$ cat config.mk
export PLATFORM = sky130hd
export DESIGN_NAME = decode_ea_sequencer
export DESIGN_NICKNAME = d
export VERILOG_FILES = /design/src/rtl/decode_ea_sequencer_pkg.sv /design/src/rtl/decode_ea_sequencer_ea_table_lookup.sv /design/src/rtl/decode_ea_sequencer.sv
export SDC_FILE = /design/constraint.sdc
export NUM_CORES = 1
export LEC_CHECK = 0
export CORE_MARGIN = 1.5
export CORE_UTILIZATION = 40
export CTS_BUF_LIST = sky130_fd_sc_hd__clkbuf_4
export DETAILED_ROUTE_END_ITERATION = 7
export GPL_ROUTABILITY_DRIVEN = 0
export RECOVER_POWER = 100
export SLEW_MARGIN = 20
export SYNTH_ARGS = -nofsm -noshare
export SYNTH_HDL_FRONTEND = slang
export SYNTH_SLANG_ARGS = --single-unit
$ cat constraint.sdc
create_clock -name clock -period 3.17 [get_ports clock]
set_clock_uncertainty 0.2 [all_clocks]
set_input_delay 0.317 -clock clock [delete_from_list [all_inputs] [get_ports clock]]
set_output_delay 0.317 -clock clock [all_outputs]
set_load 0.01 [all_outputs]
$ cat src/rtl/decode_ea_sequencer_pkg.sv
// Shared encodings for the EA decoder: segment, GPR and scale codes plus FSM states.
// Code 0 is NUL (or x1 for scale) so a cleared register reads as "nothing selected".
package decode_ea_sequencer_pkg;

  localparam int info_reg_seg_len = 3;
  localparam logic [info_reg_seg_len-1:0] info_reg_seg_nul = 3'd0;
  localparam logic [info_reg_seg_len-1:0] info_reg_seg_es  = 3'd1;
  localparam logic [info_reg_seg_len-1:0] info_reg_seg_cs  = 3'd2;
  localparam logic [info_reg_seg_len-1:0] info_reg_seg_ss  = 3'd3;
  localparam logic [info_reg_seg_len-1:0] info_reg_seg_ds  = 3'd4;
  localparam logic [info_reg_seg_len-1:0] info_reg_seg_fs  = 3'd5;
  localparam logic [info_reg_seg_len-1:0] info_reg_seg_gs  = 3'd6;

  localparam int info_reg_gpr_len = 4;
  localparam logic [info_reg_gpr_len-1:0] info_reg_gpr_nul = 4'd0;
  localparam logic [info_reg_gpr_len-1:0] info_reg_gpr_eax = 4'd1;
  localparam logic [info_reg_gpr_len-1:0] info_reg_gpr_ecx = 4'd2;
  localparam logic [info_reg_gpr_len-1:0] info_reg_gpr_edx = 4'd3;
  localparam logic [info_reg_gpr_len-1:0] info_reg_gpr_ebx = 4'd4;
  localparam logic [info_reg_gpr_len-1:0] info_reg_gpr_esp = 4'd5;
  localparam logic [info_reg_gpr_len-1:0] info_reg_gpr_ebp = 4'd6;
  localparam logic [info_reg_gpr_len-1:0] info_reg_gpr_esi = 4'd7;
  localparam logic [info_reg_gpr_len-1:0] info_reg_gpr_edi = 4'd8;

  localparam int info_scale_len = 2;
  localparam logic [info_scale_len-1:0] info_scale_x1 = 2'd0;
  localparam logic [info_scale_len-1:0] info_scale_x2 = 2'd1;
  localparam logic [info_scale_len-1:0] info_scale_x4 = 2'd2;
  localparam logic [info_scale_len-1:0] info_scale_x8 = 2'd3;

  localparam logic [1:0] S_MODRM = 2'd0;
  localparam logic [1:0] S_SIB   = 2'd1;
  localparam logic [1:0] S_DISP  = 2'd2;
  localparam logic [1:0] S_OUT   = 2'd3;

  // 3-bit x86 register field to GPR code
  function automatic logic [info_reg_gpr_len-1:0] gpr(input logic [2:0] enc);
    return {1'b0, enc} + 4'd1;
  endfunction

endpackage

$ cat src/rtl/decode_ea_sequencer_ea_table_lookup.sv
// Combinational ModR/M + SIB decode table: base, index, scale, default segment,
// displacement length and whether a SIB byte follows.
module ea_table_lookup
  import decode_ea_sequencer_pkg::*;
(
  input  logic                        addr32,
  input  logic [1:0]                  mod,
  input  logic [2:0]                  rm,
  input  logic [7:0]                  sib,
  output logic [info_reg_gpr_len-1:0] base,
  output logic [info_reg_gpr_len-1:0] index,
  output logic [info_scale_len-1:0]   scale,
  output logic [info_reg_seg_len-1:0] dseg,
  output logic [2:0]                  disp_len,
  output logic                        sib_needed
);

  logic [2:0] bsel;

  always_comb begin
    base       = info_reg_gpr_nul;
    index      = info_reg_gpr_nul;
    scale      = info_scale_x1;
    dseg       = info_reg_seg_nul;
    disp_len   = 3'd0;
    sib_needed = 1'b0;
    bsel       = rm;
    if (mod != 2'b11) begin
      if (addr32) begin
        if (rm == 3'b100) begin
          sib_needed = 1'b1;
          scale      = sib[7:6];
          bsel       = sib[2:0];
          if (sib[5:3] != 3'b100) index = gpr(sib[5:3]);
        end
        // mod 00 with base encoding 101 means absolute disp32, no base
        if (mod == 2'b00 && bsel == 3'b101) disp_len = 3'd4;
        else begin
          base     = gpr(bsel);
          disp_len = (mod == 2'b01) ? 3'd1 : (mod == 2'b10) ? 3'd4 : 3'd0;
        end
      end else begin
        case (rm)
          3'd0: begin base = info_reg_gpr_ebx; index = info_reg_gpr_esi; end
          3'd1: begin base = info_reg_gpr_ebx; index = info_reg_gpr_edi; end
          3'd2: begin base = info_reg_gpr_ebp; index = info_reg_gpr_esi; end
          3'd3: begin base = info_reg_gpr_ebp; index = info_reg_gpr_edi; end
          3'd4: base = info_reg_gpr_esi;
          3'd5: base = info_reg_gpr_edi;
          3'd6: base = info_reg_gpr_ebp;
          default: base = info_reg_gpr_ebx;
        endcase
        if (mod == 2'b00 && rm == 3'b110) begin
          base     = info_reg_gpr_nul;
          disp_len = 3'd2;
        end else begin
          disp_len = (mod == 2'b01) ? 3'd1 : (mod == 2'b10) ? 3'd2 : 3'd0;
        end
      end
      dseg = (base == info_reg_gpr_esp || base == info_reg_gpr_ebp) ? info_reg_seg_ss
                                                                      : info_reg_seg_ds;
    end
  end

endmodule

$ cat src/rtl/decode_ea_sequencer.sv
// Byte-serial effective-address decoder: ModR/M, optional SIB, 0/1/2/4 disp bytes
// in, one resolved addressing record out per operand.
module decode_ea_sequencer
  import decode_ea_sequencer_pkg::*;
#(
  parameter int ADDR16_EN = 1,
  parameter int DISP_W    = 32
) (
  input  logic                        clock,
  input  logic                        reset,
  input  logic                        flush,
  input  logic                        addr32,
  input  logic                        seg_ovr_valid,
  input  logic [info_reg_seg_len-1:0] seg_ovr,
  input  logic                        in_valid,
  input  logic [7:0]                  in_byte,
  output logic                        in_ready,
  output logic                        out_valid,
  input  logic                        out_ready,
  output logic [1:0]                  out_mod,
  output logic [2:0]                  out_reg,
  output logic [2:0]                  out_rm,
  output logic                        out_is_reg,
  output logic                        out_addr32,
  output logic [info_reg_seg_len-1:0] out_segment,
  output logic [info_reg_gpr_len-1:0] out_base,
  output logic [info_reg_gpr_len-1:0] out_index,
  output logic [info_scale_len-1:0]   out_scale,
  output logic [DISP_W-1:0]           out_disp,
  output logic [2:0]                  out_length
);

  logic [1:0]                  state;
  logic [1:0]                  mod_r;
  logic [2:0]                  reg_r, rm_r;
  logic                        a32_r, ovr_v_r;
  logic [info_reg_seg_len-1:0] ovr_r, dseg_r;
  logic [7:0]                  sib_r;
  logic [info_reg_gpr_len-1:0] base_r, index_r;
  logic [info_scale_len-1:0]   scale_r;
  logic [2:0]                  dlen_r, len_r;
  logic [1:0]                  cnt;
  logic [31:0]                 raw, disp32;

  logic                        a32_in, accept;
  logic                        l_a32;
  logic [1:0]                  l_mod;
  logic [2:0]                  l_rm;
  logic [7:0]                  l_sib;
  logic [info_reg_gpr_len-1:0] lk_base, lk_index;
  logic [info_scale_len-1:0]   lk_scale;
  logic [info_reg_seg_len-1:0] lk_dseg;
  logic [2:0]                  lk_dlen;
  logic                        lk_sib;

  assign a32_in = addr32 | (ADDR16_EN == 0);
  assign accept = in_valid & in_ready;

  // Feed the table with the live byte in the state that is consuming it
  assign l_a32 = (state == S_MODRM) ? a32_in : a32_r;
  assign l_mod = (state == S_MODRM) ? in_byte[7:6] : mod_r;
  assign l_rm  = (state == S_MODRM) ? in_byte[2:0] : rm_r;
  assign l_sib = (state == S_SIB) ? in_byte : sib_r;

  ea_table_lookup u_lookup (
    .addr32     (l_a32),
    .mod        (l_mod),
    .rm         (l_rm),
    .sib        (l_sib),
    .base       (lk_base),
    .index      (lk_index),
    .scale      (lk_scale),
    .dseg       (lk_dseg),
    .disp_len   (lk_dlen),
    .sib_needed (lk_sib)
  );

  always_ff @(posedge clock) begin
    if (reset) begin
      state   <= S_MODRM;
      mod_r   <= '0;
      reg_r   <= '0;
      rm_r    <= '0;
      a32_r   <= 1'b0;
      ovr_v_r <= 1'b0;
      ovr_r   <= info_reg_seg_nul;
      dseg_r  <= info_reg_seg_nul;
      sib_r   <= '0;
      base_r  <= info_reg_gpr_nul;
      index_r <= info_reg_gpr_nul;
      scale_r <= info_scale_x1;
      dlen_r  <= '0;
      len_r   <= '0;
      cnt     <= '0;
      raw     <= '0;
    end else if (flush) begin
      state <= S_MODRM;
    end else begin
      case (state)
        S_MODRM: if (accept) begin
          mod_r   <= in_byte[7:6];
          reg_r   <= in_byte[5:3];
          rm_r    <= in_byte[2:0];
          a32_r   <= a32_in;
          ovr_v_r <= seg_ovr_valid;
          ovr_r   <= seg_ovr;
          base_r  <= lk_base;
          index_r <= lk_index;
          scale_r <= lk_scale;
          dseg_r  <= lk_dseg;
          dlen_r  <= lk_dlen;
          len_r   <= lk_sib ? 3'd1 : 3'd1 + lk_dlen;
          cnt     <= '0;
          raw     <= '0;
          if (in_byte[7:6] == 2'b11) state <= S_OUT;
          else if (lk_sib)           state <= S_SIB;
          else if (lk_dlen != 3'd0)  state <= S_DISP;
          else                       state <= S_OUT;
        end
        S_SIB: if (accept) begin
          sib_r   <= in_byte;
          base_r  <= lk_base;
          index_r <= lk_index;
          scale_r <= lk_scale;
          dseg_r  <= lk_dseg;
          dlen_r  <= lk_dlen;
          len_r   <= 3'd2 + lk_dlen;
          state   <= (lk_dlen != 3'd0) ? S_DISP : S_OUT;
        end
        S_DISP: if (accept) begin
          raw[{cnt, 3'b000} +: 8] <= in_byte;
          cnt <= cnt + 2'd1;
          if ({1'b0, cnt} == dlen_r - 3'd1) state <= S_OUT;
        end
        default: if (out_ready) state <= S_MODRM;
      endcase
    end
  end

  always_comb begin
    case (dlen_r)
      3'd1:    disp32 = {{24{raw[7]}}, raw[7:0]};
      3'd2:    disp32 = {{16{raw[15]}}, raw[15:0]};
      default: disp32 = raw;
    endcase
  end

  assign in_ready    = (state != S_OUT);
  assign out_valid   = (state == S_OUT);
  assign out_mod     = mod_r;
  assign out_reg     = reg_r;
  assign out_rm      = rm_r;
  assign out_is_reg  = (mod_r == 2'b11);
  assign out_addr32  = a32_r;
  // Register operands never touch memory, so they carry no segment at all
  assign out_segment = out_is_reg ? info_reg_seg_nul : (ovr_v_r ? ovr_r : dseg_r);
  assign out_base    = base_r;
  assign out_index   = index_r;
  assign out_scale   = scale_r;
  assign out_disp    = DISP_W'($signed(disp32));
  assign out_length  = len_r;

endmodule

==> summary.txt <==
Outcome
  • Outcome: finished, final reports clean

Finish
  • Area Growth Syn to Fin: 23.4%
  • Max FFs per register: 32
  • Post-layout nets: 631
  • Post-Layout Cell Count: 737
  • Regs by FF count: raw: 32 flops, sib_r: 8 flops
  • ANT cells: 0
  • Most common cell after layout, fill and taps aside: nand2_1
  • Most frequent cells in the layout: 104 x nand2_1, 75 x a21oi_1, 75 x dfxtp_1, 42 x dlygate4sd3_1, 36 x nand3_1
  • Layout cells sized above 1: 10.5%
  • Largest register by flop count: raw
  • Post-layout util: 50.5%

Power
  • Pint: 1450 µW
  • Pwr dens: 422 nW/µm²
  • Power, Total: 2180 µW
  • Combinational group share of total power: 25.9%
  • Sequential Power Share: 46.1%
  • Clock power share: 28.0%
  • NetSw: 727 µW
  • Switching Fraction: 33.3%
  • Total leakage power: 0.00209 µW
  • Peak VDD IR: 204 µV

Setup path
  • Slowest stage delay, CP: 0.61 ns
  • Crit end category: primary output
  • CP Buf/Inv Count: 2
  • CP required: 2.65 ns
  • Crit-path cells: inv_1 -> ha_1 -> or3b_2 -> nand2_1 -> nand2_1 -> dlygate4sd3_1
  • Cell seen most often among critical-path stages: nand2_1
  • Startpoint Class: flop
  • Worst-path maximum fanout: 7
  • Arr. time, crit path: 2.48 ns
  • Slowest cell on the critical path: dlygate4sd3_1
  • Top delay family on crit path: simple AND/OR/NAND/NOR gates
  • Setup CP Type: reg2out

Placement
  • Hpwl dp: 8.55 mm
  • I/O Buffers: 77
  • Placed cell count: 721
  • DP Worst Slack: 0.176 ns

Synth
  • Syn Area/Cell: 7.93 µm²
  • Yosys warnings: 0
  • Ys flop type: dfxtp_1
  • Net Count, Synth: 563
  • Post-synthesis async set-or-reset flop share: 0%
  • Netlist Area Pre-Place: 4190 µm²
  • Sequential fraction of the synthesis area: 35.9%
  • EDFF count, synth: 0
  • Synthesized flop and latch total: 75
  • Cells after synthesis: 528
  • Distinct cells, synth: 65

Clocking
  • H-Tree Level Count: 3
  • CTS tree: built
  • Clock-pin transition on the worst setup and hold timing paths: 0.14 ns
  • Setup repair bufs after CTS: 0
  • Hold Buf Count CTS: 0
  • # clock sinks: 75
  • CTS root buffer: clkbuf_4
  • TritonCTS buffer count: 9
  • Clk Latency, worst-skew pair: 0.43 ns
  • Post-CTS sizing: 1
  • CTS Buffer Depth: 2

STA
  • Slew headroom: 53.4%
  • Setup TNS: 0 ns
  • Final slew viol count: 0
  • FMAX: 334 MHz
  • Slew @ Worst Pin: 0.699 ns
  • Setup WS post-layout: 0.173 ns
  • Period utilization: 94.5%
  • Endpoints failing setup: 0
  • Final hold vios: 0
  • Final min period: 3.00 ns
  • RSZ-0062 raised after global routing: false

Routing
  • DRC: 0
  • Total Wirelength: 11.8 mm
  • Detailed-route vias per instance: 5.31
  • Average wire per standard cell: 16.0 µm
  • Iteration-0 DRC Markers: 207
  • Via count: 3917
  • Antenna-violating nets left: 0
  • Detailed Routing Iterations Pass 1: 5

Worst hold path
  • HP Class: in2reg

Run
  • Max-Cap Viols: 0

Global route
  • Initial antenna violation count: 0
  • Largest net degree at the start of global routing: 44
  • First-pass GRT wire length: 18.9 mm
  • Grt total ovfl: 0
  • Vias in the first global route: 3675
  • GRT Total Usage: 21.5%

Die
  • Die width: 105 µm
  • Die ar.: 11100 µm²
  • # rows: 37
  • Die height: 105 µm
  • I/O pin cnt: 78
  • Core ar.: 10200 µm²
  • Starting density of the core: 40.9%
==> path summary, 6_finish.rpt <==
check / start / endpoint / slack, ns / depth (start not counted)
worst min-delay path: reset / out_index[2] / 0.20 / 2
worst max register to register: state[0] / out_length[1] / 0.27 / 10
worst min register to register: raw[0] / raw[0] / 0.26 / 2
worst max-delay path: dlen_r[0] / out_disp[9] / 0.17 / 6
==> metal layers <==
metal / global-route usage [%] / share of wire [%] / vias up
met1: 28.8 / 47 / 1847
met4: 5.58 / 1.2 / 0
met5: 0 / 0 / -
met2: 35.1 / 47 / 97
met3: 4.70 / 4.9 / 13
li1: - / - / 1960
==> Yosys cell counts (all sizes together) (2+ instances only) <==
master / n / area share (%)
and2: 4 / 0.60
or3b: 2 / 0.42
a21oi: 79 / 9.9
nor3b: 5 / 1.4
o31ai: 2 / 0.36
clkbuf: 14 / 1.3
or2: 3 / 0.45
mux2: 6 / 1.7
dfxtp: 75 / 36
a22oi: 6 / 1.1
nor3: 11 / 1.6
nand2: 104 / 9.3
nor2b: 2 / 0.30
xnor2: 2 / 0.42
nand2b: 10 / 1.5
a311oi: 2 / 0.42
o41ai: 2 / 0.60
a2111oi: 2 / 0.42
a32o: 2 / 0.48
nor2: 26 / 2.3
buf: 26 / 4.1
a21o: 19 / 3.4
mux2i: 11 / 3.0
nand3: 36 / 4.3
nand3b: 5 / 1.2
o22ai: 2 / 0.30
inv: 18 / 1.6
ha: 17 / 5.1
o21ai: 16 / 2.5
==> kinds of logic after synthesis <==
logic type               count (synthesis)  synth area share (%)
AND/OR/NAND/NOR                        215                  24.8
AO/OA/AOI/OAI                          143                  22.0
flip-flops                              75                  35.9
buffers and inverters                   58                  6.93
multiplexers                            17                  4.72
adder cells (fa/ha/maj)                 17                  5.08
XOR/XNOR                                 3                 0.628
==> per-stage QoR <==
stage	instance area [µm²]	hold WS, ns
detailed placement	5060	0.245
floorplan	4190	0.232
finish	5170	0.202
global placement	5060	0.241
global route	5170	0.193
CTS	5210	0.181
==> power by group through the flow <==
stage                     Sequential, µW  Combinational [µW]  Clock [µW]
after floorplan                     1030                 397           0
after global placement              1030                 570           0
after detailed placement            1030                 578           0
after CTS                           1010                 582         628
after global routing                1010                 617         674
final                               1000                 565         609
==> area by class of cell <==
class	instances	area, µm²
Fill cell	1039	5060
Multi-Input combinational cell	395	2370
Sequential cell	75	1500
Timing Repair Buffer	97	913
Tap cell	136	170
Clock buffer	10	75.1
Inverter	18	67.6
Clock inverter	6	65.1
Note: power is estimated with default switching activity, not from simulation.
==> edit 1: new RTL, same settings <==
Change the parameter `ADDR16_EN` from 1 to 0.
--- a/src/rtl/decode_ea_sequencer.sv
+++ b/src/rtl/decode_ea_sequencer.sv
@@ -5,3 +5,3 @@
 #(
-  parameter int ADDR16_EN = 1,
+  parameter int ADDR16_EN = 0,
   parameter int DISP_W    = 32
Formal check against the unedited RTL: not equivalent (a bounded check fails within 4 cycles, from zero or initial values and one cycle with reset high).
==> edit 1 against the unedited design <==
- first-iteration DRC count up 27%
- area after synthesis decreased by 0.69%
- register-to-register slack worse by 100 ps
- routed wire length rose by 0.93%
- synthesized cell count up 1.3%
- cell count up 3.0%
- sequential share of layout area is 0.81 points lower
- core utilization increased by 1.7 points
- critical endpoint is now out_base[2]$_SDFFE_PP0P_
- design area rose by 2.9%
- total power grew 1.3%
- worst setup slack worse by 7.6 ps
- sequential cell count unchanged
==> edit 1: results (changes against the unedited design) <==
status - finished, final reports clean (unchanged)
gr usage total - 22.4% (was 21.5%)
worst-case vdd ir drop - 0.259 mV (was 0.204 mV)
Synth cell types - 66 (was 65)
initial DRC count - 262 (was 207)
leakage - 2.16 nW (was 2.09 nW)
number of port buffers - 76 (was 77)
synthesis warning total - 0 (unchanged)
Worst slew margin - 46.7% (was 53.4%)
first-pass GRT wire length - 19.7 mm (was 18.9 mm)
fill count - 995 (was 1039)
Reg clk slew, reported paths - 120 ps (was 140 ps)
Synth area leaders - dfxtp_1, nand2_1, a21oi_1 (unchanged)
pin count of the biggest net entering global routing - 45 (was 44)
critical path peak fanout - 4 (was 7)
syn nets - 570 (was 563)
share of layout cells above drive strength 1 - 11.1% (was 10.5%)
Largest regs - raw (32), sib_r (8) (unchanged)
Reg2Reg Setup Slack - 170 ps (was 270 ps)
sequential share of the synthesized area - 36.1% (was 35.9%)
wire length per cell - 15.6 um (was 16.0 um)
crit path DAT - 3170 ps (was 2480 ps)
top cells by count, synth - nand2_1, dfxtp_1, a21oi_1 (unchanged)
reg2reg end - out_base[2]$_SDFFE_PP0P_ (was out_length[1]$_SDFFE_PP0P_)
WHS Endpoint - out_scale[0]$_SDFFE_PP0P_ (was out_index[2]$_SDFFE_PP0P_)
total grt overflow - 0 (unchanged)
vias in the first global route - 4009 (was 3675)
Worst setup startpoint - state[0]$_SDFFE_PP0P_ (was dlen_r[0]$_SDFFE_PP0P_)
cell depth of the worst flop-to-flop path - 13 (was 10)
Layout Nets - 653 (was 631)
DR vias - 4060 (was 3917)
-- edit 1: cell types whose count changed after synthesis, sizes merged, moves of 4 or more --
cell / unedited run / this run
nand2b: 10 / 6
a21oi: 79 / 72
o21a: 1 / 6
a211oi: 0 / 8
-- edit 1: critical path, cell delays in order, from the launching register on --
cell	delay (ps)
dfxtp_1	330
buf_4	140
ha_2	220
buf_4	140
inv_1	80
o211ai_1	120
and3_1	180
ha_1	200
nor4b_2	170
or2_1	260
or4_4	430
a311oi_2	300
a22oi_1	110
nor2_1	110
-- edit 1: worst max-delay path by stage --
stage	to	slack, ps	cells after the start
after floorplan	state[0]$_SDFFE_PP0P_	110	13
after global placement	out_base[2]$_SDFFE_PP0P_	-30	12
after detailed placement	out_base[2]$_SDFFE_PP0P_	-100	12
after CTS	state[0]$_SDFFE_PP0P_	20	13
after global routing	out_base[2]$_SDFFE_PP0P_	-5	13
final	out_base[2]$_SDFFE_PP0P_	170	13
-- edit 1: final cells by class --
class	count	area, um^2	share of cell area, %
Clock inverter	6	55.1	1.04
Clock buffer	10	75.1	1.41
Sequential cell	75	1500	28.2
Timing Repair Buffer	112	1020	19.2
Tap cell	136	170	3.20
Multi-Input combinational cell	400	2420	45.5
Inverter	20	75.1	1.41
-- edit 1: power by group --
group	switching, mW	internal, mW	total, mW
sequential	0.0299	0.977	1.01
clock	0.336	0.244	0.580
combinational	0.350	0.270	0.620
total	0.717	1.49	2.21
-- edit 1: routing by layer --
metal,track usage (%),vias up,wire (um)
met1,30.8,1904,5850
met3,3.87,20,558
li1,-,2029,-
met2,34.3,107,5250
met4,9.88,0,215
met5,0,-,0
-- edit 1: kinds of logic after synthesis --
| family | Yosys count | share of synthesized area [%] |
|---|---|---|
| AOI/OAI and AO/OA | 152 | 23.1 |
| buffers and inverters | 60 | 7.04 |
| adders and majority gates | 17 | 5.11 |
| xor gates and xnor gates | 5 | 1.05 |
| and+or+nand+nor | 212 | 24.1 |
| muxes | 14 | 3.49 |
| DFF | 75 | 36.1 |
-- edit 1: timing repair --
| item | in CTS | in global routing |
|---|---|---|
| resized for setup | 2 | 9 |
| gates cloned | 0 | 0 |
| buffers inserted | 0 | 1 |
| pin swaps | 0 | 1 |
| endpoints found under the setup margin | 18 | 6 |
-- edit 1: per-stage QoR --
stage                     std cells  power (mW)  instance area [um^2]  hold WS, ps  worst slack (ps)
after detailed placement        742        1.63                  5130          246              -101
after floorplan                 535        1.41                  4160          196               107
after CTS                       758        2.21                  5270          153              23.0
final                           759        2.21                  5320          156               165
after global placement          742        1.62                  5130          241             -31.4
after global routing            759        2.33                  5320          186             -4.66
==> edit 2: new RTL, same flow settings <==
Made on the original files. Put a register stage on the output `out_segment`, cleared by the reset. The value now appears one clock later. The other outputs are not delayed to match.
--- a/src/rtl/decode_ea_sequencer.sv
+++ b/src/rtl/decode_ea_sequencer.sv
@@ -155,3 +155,9 @@
   // Register operands never touch memory, so they carry no segment at all
-  assign out_segment = out_is_reg ? info_reg_seg_nul : (ovr_v_r ? ovr_r : dseg_r);
+  always_ff @(posedge clock) begin
+    if (reset) begin
+      out_segment <= '0;
+    end else begin
+      out_segment <= out_is_reg ? info_reg_seg_nul : (ovr_v_r ? ovr_r : dseg_r);
+    end
+  end
   assign out_base    = base_r;
Behaviour: not the same (a bounded check fails within 4 cycles, from zero or initial values and one cycle with reset high).
==> edit 2 against the unedited design <==
- worst setup slack got worse by 19 ps
- sequential power increased by 4%
- sequential share of layout area grew 0.95 points
- core utilization increased by 0.35 points
- routed wire length shrank 0.87%
- area after synthesis shrank 0.24%
- design area increased by 0.70%
- sequential cell count increased by 3
- total power increased by 4.1%
- critical endpoint is now out_disp[15]
- largest power group unchanged
==> edit 2: results (changes against the unedited design) <==
Seq area share - 30.0% (was 29.1%)
dpl ws - 222 ps (was 176 ps)
syn nets - 544 (was 563)
critical path peak fanout - 8 (was 7)
fill count - 1021 (was 1039)
clkbuf count - 9 (was 10)
post-synthesis adder-cell area fraction - 5.09% (was 5.08%)
Multi-input comb cells - 371 (was 395)
crit path DAT - 2500 ps (was 2480 ps)
share of layout cells above drive strength 1 - 10.6% (was 10.5%)
multiplexer share of the synthesized area - 4.97% (was 4.72%)
top cells by count, synth - nand2_1, dfxtp_1, nor2_1 (was nand2_1, dfxtp_1, a21oi_1)
Synth area leaders - dfxtp_1, nand2_1, a22oi_1 (was dfxtp_1, nand2_1, a21oi_1)
Layout Nets - 616 (was 631)
multi-input logic area - 0.00232 mm^2 (was 0.00237 mm^2)
Worst slew margin - 36.4% (was 53.4%)
Synth cell types - 64 (was 65)
Post-Synth XOR/XNOR Area - 0.629% (was 0.627%)
TritonCTS sink count - 78 (was 75)
sequential share of the synthesized area - 37.4% (was 35.9%)
status - finished, final reports clean (unchanged)
Non-clock buffer share - 17.7% (about the same)
gr usage total - 21.9% (was 21.5%)
wire length per cell - 16.1 um (was 16.0 um)
first-pass GRT wire length - 19.3 mm (was 18.9 mm)
pin count of the biggest net entering global routing - 47 (was 44)
post-synthesis compound-gate area fraction - 24.2% (was 22.0%)
initial DRC count - 195 (was 207)
edit 2: cell types whose count changed after synthesis, moves of 9 or more:
cell / change
a21oi_1: -31
a22oi_1: +23
nand3_1: -23
nor2_1: +21
nand2_1: -19
nand2b_1: -9
edit 2: stage by stage:
step	utilization [%]	instances	power (mW)	instance area (um^2)
floorplan	-	509	1.47	4180
global placement	49.6	706	1.66	5080
detailed placement	49.6	706	1.66	5080
CTS	51.1	722	2.31	5220
global route	50.9	722	2.40	5200
finish	50.9	722	2.27	5200
edit 2: cells by family after synthesis:
logic type	Yosys count
AOI/OAI and AO/OA	148
adders and majority gates	17
DFF	78
buffers and inverters	60
xor gates and xnor gates	3
muxes	18
and+or+nand+nor	185
edit 2: report_power, final:
group          internal, mW  switching [mW]  leakage (nW)  total, mW
registers              1.02          0.0280         0.631       1.04
clock network         0.250           0.390        0.0735      0.639
logic                 0.236           0.350          1.46      0.586
edit 2: worst paths after layout:
path / end / slack [ps] / cells past startpoint
worst min-delay path: raw[20]$_SDFFE_PP0P_ / 160 / 2
worst max-delay path: out_disp[15] / 150 / 6
worst max register to register: out_length[2]$_SDFFE_PP0P_ / 290 / 11
worst min register to register: out_scale[1]$_SDFFE_PP0P_ / 260 / 2
edit 2: layer usage:
layer	wire (um)	GRT usage, %	vias up	part of all wire, %
met4	182	8.41	0	1.6
met1	5450	28.9	1839	47
met2	5430	35.8	125	47
met3	590	3.43	16	5.1
li1	-	-	1925	-
met5	0	0	-	0
edit 2: critical path: stages (launching register included):
cell           delay, ps
dfxtp_1              430
inv_1                 80
ha_1                 260
or3b_2               550
nand2_1              100
nand2_1               50
dlygate4sd3_1        610
edit 2: repair_timing:
action	4_1_cts	5_1_grt
hold endpoints to repair	0	0
hold buffers	0	0
setup endpoints to repair	0	3
gates resized for setup	0	1
